## src/rtl/cva6_su_model_core.sv

```systemverilog
// Store-unit model: a one-entry acceptance stage feeding a speculative FIFO,
// which commit_i drains into a commit FIFO that memory responses retire.
module cva6_su_model_core #(
    parameter int unsigned SPEC_DEPTH   = 4,
    parameter int unsigned COMMIT_DEPTH = 4
) (
    input  logic        clk_i,
    input  logic        rst_ni,
    input  logic [31:0] instr_i,
    input  logic        instr_valid_i,
    input  logic        commit_i,
    input  logic        store_mem_resp_i,
    output logic        instr_ready_o,
    output logic        pop_st_o,
    output logic        valid_o,
    output logic        commit_ready_o,
    output logic        req_valid_o,
    output logic [31:0] req_addr_o,
    output logic [2:0]  spec_count_o,
    output logic [2:0]  commit_count_o,
    output logic        no_st_pending_o,
    output logic        store_buffer_empty_o
);

    localparam int unsigned SPW = (SPEC_DEPTH > 1) ? $clog2(SPEC_DEPTH) : 1;
    localparam int unsigned CPW = (COMMIT_DEPTH > 1) ? $clog2(COMMIT_DEPTH) : 1;

    logic           stage_valid;
    logic [31:0]    stage_addr;

    logic [31:0]    spec_q [SPEC_DEPTH];
    logic [SPW-1:0] spec_rptr, spec_wptr;
    logic [2:0]     spec_count;

    logic [31:0]    commit_q [COMMIT_DEPTH];
    logic [CPW-1:0] commit_rptr, commit_wptr;
    logic [2:0]     commit_count;

    logic           commit_fire;
    logic           resp_fire;

    function automatic logic [SPW-1:0] spec_inc(input logic [SPW-1:0] p);
        return (p == SPW'(SPEC_DEPTH - 1)) ? '0 : p + SPW'(1);
    endfunction

    function automatic logic [CPW-1:0] commit_inc(input logic [CPW-1:0] p);
        return (p == CPW'(COMMIT_DEPTH - 1)) ? '0 : p + CPW'(1);
    endfunction

    // The staged entry reserves a speculative slot, so the tail write never overflows.
    always_comb begin
        instr_ready_o  = ({1'b0, spec_count} + {3'b000, stage_valid}) < 4'(SPEC_DEPTH);
        pop_st_o       = instr_valid_i && instr_ready_o;
        commit_ready_o = {1'b0, commit_count} < 4'(COMMIT_DEPTH);
        commit_fire    = commit_i && (spec_count != 3'd0) && commit_ready_o;
        resp_fire      = store_mem_resp_i && (commit_count != 3'd0);
    end

    always_ff @(posedge clk_i or negedge rst_ni) begin
        if (!rst_ni) begin
            stage_valid <= 1'b0;
            stage_addr  <= '0;
        end else begin
            stage_valid <= pop_st_o;
            if (pop_st_o) stage_addr <= instr_i;
        end
    end

    always_ff @(posedge clk_i or negedge rst_ni) begin
        if (!rst_ni) begin
            for (int unsigned i = 0; i < SPEC_DEPTH; i++) spec_q[i] <= '0;
            spec_rptr  <= '0;
            spec_wptr  <= '0;
            spec_count <= '0;
        end else begin
            if (stage_valid) begin
                spec_q[spec_wptr] <= stage_addr;
                spec_wptr         <= spec_inc(spec_wptr);
            end
            if (commit_fire) spec_rptr <= spec_inc(spec_rptr);
            case ({stage_valid, commit_fire})
                2'b10:   spec_count <= spec_count + 3'd1;
                2'b01:   spec_count <= spec_count - 3'd1;
                default: spec_count <= spec_count;
            endcase
        end
    end

    always_ff @(posedge clk_i or negedge rst_ni) begin
        if (!rst_ni) begin
            for (int unsigned i = 0; i < COMMIT_DEPTH; i++) commit_q[i] <= '0;
            commit_rptr  <= '0;
            commit_wptr  <= '0;
            commit_count <= '0;
        end else begin
            if (commit_fire) begin
                commit_q[commit_wptr] <= spec_q[spec_rptr];
                commit_wptr           <= commit_inc(commit_wptr);
            end
            if (resp_fire) commit_rptr <= commit_inc(commit_rptr);
            case ({commit_fire, resp_fire})
                2'b10:   commit_count <= commit_count + 3'd1;
                2'b01:   commit_count <= commit_count - 3'd1;
                default: commit_count <= commit_count;
            endcase
        end
    end

    always_comb begin
        valid_o              = stage_valid;
        req_valid_o          = commit_count != 3'd0;
        req_addr_o           = (commit_count != 3'd0) ? commit_q[commit_rptr] : '0;
        spec_count_o         = spec_count;
        commit_count_o       = commit_count;
        no_st_pending_o      = !stage_valid && (spec_count == 3'd0) && (commit_count == 3'd0);
        store_buffer_empty_o = commit_count == 3'd0;
    end

endmodule

```

## config.mk

```make
export PLATFORM = sky130hd
export DESIGN_NAME = cva6_su_model_core
export DESIGN_NICKNAME = d
export VERILOG_FILES = /design/src/rtl/cva6_su_model_core.sv
export SDC_FILE = /design/constraint.sdc
export NUM_CORES = 1
export LEC_CHECK = 0
export CAP_MARGIN = 20
export CORE_MARGIN = 1
export CORE_UTILIZATION = 30
export CTS_CLUSTER_DIAMETER = 40
export CTS_CLUSTER_SIZE = 24
export DETAILED_ROUTE_END_ITERATION = 10
export GPL_ROUTABILITY_DRIVEN = 0
export SYNTH_ARGS = -nofsm -noshare
export SYNTH_HDL_FRONTEND = slang
export SYNTH_SLANG_ARGS = --single-unit
```

## constraint.sdc

```tcl
create_clock -name clk_i -period 5.95 [get_ports clk_i]
set_clock_uncertainty 0.15 [all_clocks]
set_input_delay 0.595 -clock clk_i [delete_from_list [all_inputs] [get_ports clk_i]]
set_output_delay 0.595 -clock clk_i [all_outputs]
set_load 0.1 [all_outputs]
```

# After elaboration in Yosys (flattened, before gate mapping)
# Cells that the tools add are included.
# totals
ff_bits	303
out_inout_bits	45
wordCells	79
# op_classes
n_addsub	9
magnitude_cmp	8
n_eq_ne	8
muxes	19
n_bitwise	4
n_reduce_logical	15
# op_table
operator	count
$bwmux 128	2
$mux 32	7
$bmux 32 s2	2
$demux 32 s2	2
$eq 2x2->1 const B	6
$ge 3x3->1 const B	4
$not 2->3	4
$pmux 3 s2	2
$add 2x1->2 const B	4
$logic_and 1x1->1	8
$mux 2	4
$add 3x1->3 const B	2
$logic_not 3->1	2
$lt 3x1->1 const B	2
$reduce_bool 3->1	2
$sub 3x1->3 const B	2
$add 3x1->4	1
$eq 2x1->1 const B	2
$lt 4x3->1 const B	1
$reduce_bool 2->1	2
$lt 3x3->1 const B	1
$logic_not 1->1	1

# Longest topological paths before layout
# depth
word_depth	6
depth_mapped	10
ltp_nobuf	9

# Least setup slack after synthesis
# No wires, ideal clock.
# synth_path
path_type	register to output
from	register commit_count[0], in the netlist commit_count_o[0]
to	output port no_st_pending_o
arrival_ns	4.198
slack_ns	1.007
path_stages_with_launch	5
cell_sequence	dfrtp_1 -> or3_1 -> clkbuf_1 -> clkbuf_1 -> nor3_1
# synth_between
elab_chain_len	2
# synth_lines
item	line	rtl
start: declaration	37	logic [2:0] commit_count;
start signal: assignment	102	2'b10: commit_count <= commit_count + 3'd1;
start signal: assignment	103	2'b01: commit_count <= commit_count - 3'd1;
start signal: assignment	104	default: commit_count <= commit_count;
$logic_not 3->1	115	no_st_pending_o = !stage_valid && (spec_count == 3'd0) && (commit_count == 3'd0);
$logic_and 1x1->1	115	
end: declaration	21	output logic no_st_pending_o,
# No other way between the ends.

# Worst setup path after layout
# layout_path
from	register stage_valid, in the netlist valid_o
to	output port pop_st_o
# layout_between
elab_chain_len	3
# layout_lines
item	line	rtl
start: declaration	28	logic stage_valid;
start signal: assignment	64	stage_valid <= pop_st_o;
$add 3x1->4	52	instr_ready_o = ({1'b0, spec_count} + {3'b000, stage_valid}) < 4'(SPEC_DEPTH);
$lt 4x3->1	52	
$logic_and 1x1->1	53	pop_st_o = instr_valid_i && instr_ready_o;
end: declaration	14	output logic pop_st_o,
# No other way between the ends.

==> flow_summary.json <==
{
  "status": "complete, no violations",
  "drive_gt1_frac": 0.469,
  "io_buffers": 81,
  "drv_slew": 0,
  "synth_top_area_share": 0.566,
  "worstPathRequired_ps": 5200,
  "ios": 82,
  "cts_resized": 0,
  "async_reset_ff_frac": 1.00,
  "tritoncts": "built",
  "grt_pass1_wl_um": 44900,
  "start_util": 0.304,
  "arrival_ps": 3410,
  "firstDrtPassIters": 4,
  "yosys-top-cells-count": "dfrtp_1, mux2_2, mux4_2",
  "ant_nets": 0,
  "wl_met2_um": 13600,
  "numCtsBuffers": 38,
  "syn2layout_area_growth_pct": 20.2,
  "synth_seq_area_share": 0.566,
  "stdcell_area_mm2": 0.0161,
  "fp-row-count": 77,
  "ys_ff_latch": 303,
  "endpoint_kind": "primary output",
  "clock_latency_ps": 520,
  "hpwl_um": 17200,
  "synth_edf_count": 0,
  "core_mm2": 0.0441,
  "grt_usage": 0.130,
  "finalHoldViolCount": 0,
  "cap_viol_max_count": 0,
  "insertedDiodeCount": 0,
  "grt-ovfl-total": 0,
  "met3_length_um": 1060,
  "fin_util": 0.365,
  "antenna_found_initial": 1,
  "nets": 943,
  "synth_top_area_cell": "dfrtp_1",
  "drtIter0Drc": 261,
  "die_area_mm2": 0.0455,
  "cts_sinks": 303,
  "period_share": 0.698,
  "clock.fmax_mhz": 241,
  "final-setup-viol-count": 0,
  "top_layer": "met5",
  "start_kind": "flop",
  "fin_setup_tns_ps": 0,
  "netlist_instances": 808,
  "placed_area_mm2": 0.0147,
  "synth_area_per_cell_um2": 16.6,
  "yosysWarnings": 0,
  "synth_area_leaders": "dfrtp_1, mux2_2, mux4_2",
  "ys_dominant_reg_cell": "dfrtp_1",
  "period_needed_ps": 4150,
  "h-tree-depth": 2,
  "clockBufferDepth": 3,
  "critPathKind": "reg2out",
  "rsz0062_at_grt": "false",
  "netlist_area_mm2": 0.0134,
  "grt_pass1_vias": 7536,
  "wire_per_inst_um": 18.6,
  "grt_max_degree": 187,
  "cp_max_fo": 33,
  "drc": 0,
  "synth.most_common_cell": "dfrtp_1",
  "path_clk_slew_ps": 60,
  "root_buffer": "clkbuf_16",
  "syn_nets": 859,
  "worst_pin_slew_ps": 1090,
  "worstHoldPathType": "reg2reg",
  "wl_met1_um": 12800,
  "vias_per_cell": 4.62,
  "die_h_um": 213,
  "routed_wl_um": 28100,
  "die_w_um": 213,
  "ys_types": 29,
  "routed-via-count": 6989,
  "slew_headroom": 0.273
}
[cells by family after synthesis]
logic type | after synthesis | synth area share
AOI/OAI and AO/OA | 6 | 0.00233
and+or+nand+nor | 57 | 0.0274
xor gates and xnor gates | 6 | 0.00392
muxes | 357 | 0.354
buffers and inverters | 65 | 0.0322
DFF | 303 | 0.566
adders and majority gates | 14 | 0.0142
[registers in the layout (all words and copies together) (netlist names)]
signal	count
stage_addr	32
commit_wptr	2
spec_count_o	3
spec_q	128
spec_rptr	2
valid_o	1
commit_rptr	2
spec_wptr	2
commit_count_o	3
commit_q	128
[final cells by class]
type,instances,area [um2]
Fill cell,4230,28000
Timing Repair Buffer,94,928
Clock inverter,22,349
Multi-Input combinational cell,440,5390
Tap cell,592,741
Inverter,15,56.3
Sequential cell,303,7580
Clock buffer,47,1070
[metal layers]
metal | vias to the layer above | global-route usage
met4 | 2 | 0.0436
li1 | 3117 | -
met1 | 3735 | 0.173
met5 | - | 0
met2 | 91 | 0.214
met3 | 44 | 0.0258
[placed cells by master, fill, tap and decap left out, types with 4 or more instances in the layout]
master,synthesis,layout
clkbuf_1,8,4
o21ai_0,5,5
clkdlybuf4s50_1,0,80
nand3_4,4,4
clkinv_2,0,4
clkbuf_16,0,41
bufinv_16,0,8
buf_4,2,11
mux2_1,8,8
nand2_1,7,7
and2_1,33,33
nor2_1,5,5
inv_1,14,14
dfrtp_1,303,301
mux2_2,284,284
ha_1,12,12
mux4_2,62,62
[repair_timing]
item	in CTS	in global routing
endpoints found under the hold margin	53	0
hold buffers	1	0
setup buffers	0	0
[worst paths after layout]
kind / startpoint / to / slack, ps / cells past startpoint
max in group asynchronous: rst_ni / commit_q[102] / 3830 / 3
setup / recovery: valid_o / pop_st_o / 1800 / 4
hold reg to reg: commit_q[33] / commit_q[33] / 330 / 1
min in group asynchronous: rst_ni / spec_q[115] / 420 / 2
hold / removal: commit_q[33] / commit_q[33] / 330 / 1
setup reg to reg: commit_count_o[2] / spec_count_o[2] / 3090 / 9
[through the flow]
step	hold WS [ps]	worst slack (ps)	std cells
floorplan	149	1010	808
global placement	320	2120	1443
detailed placement	329	2120	1443
CTS	342	1710	1513
finish	335	1800	1513
global route	357	1580	1513
[worst max-delay path: stages, from the launching register on]
cell and delay (ps):
dfrtp_1 520, a31oi_1 320, nand2_2 620, inv_1 260, clkdlybuf4s50_1 1170
Power is left out: the tool's default activity adds up to more than one toggle a clock period on the data nets, which glitch-free logic cannot reach.
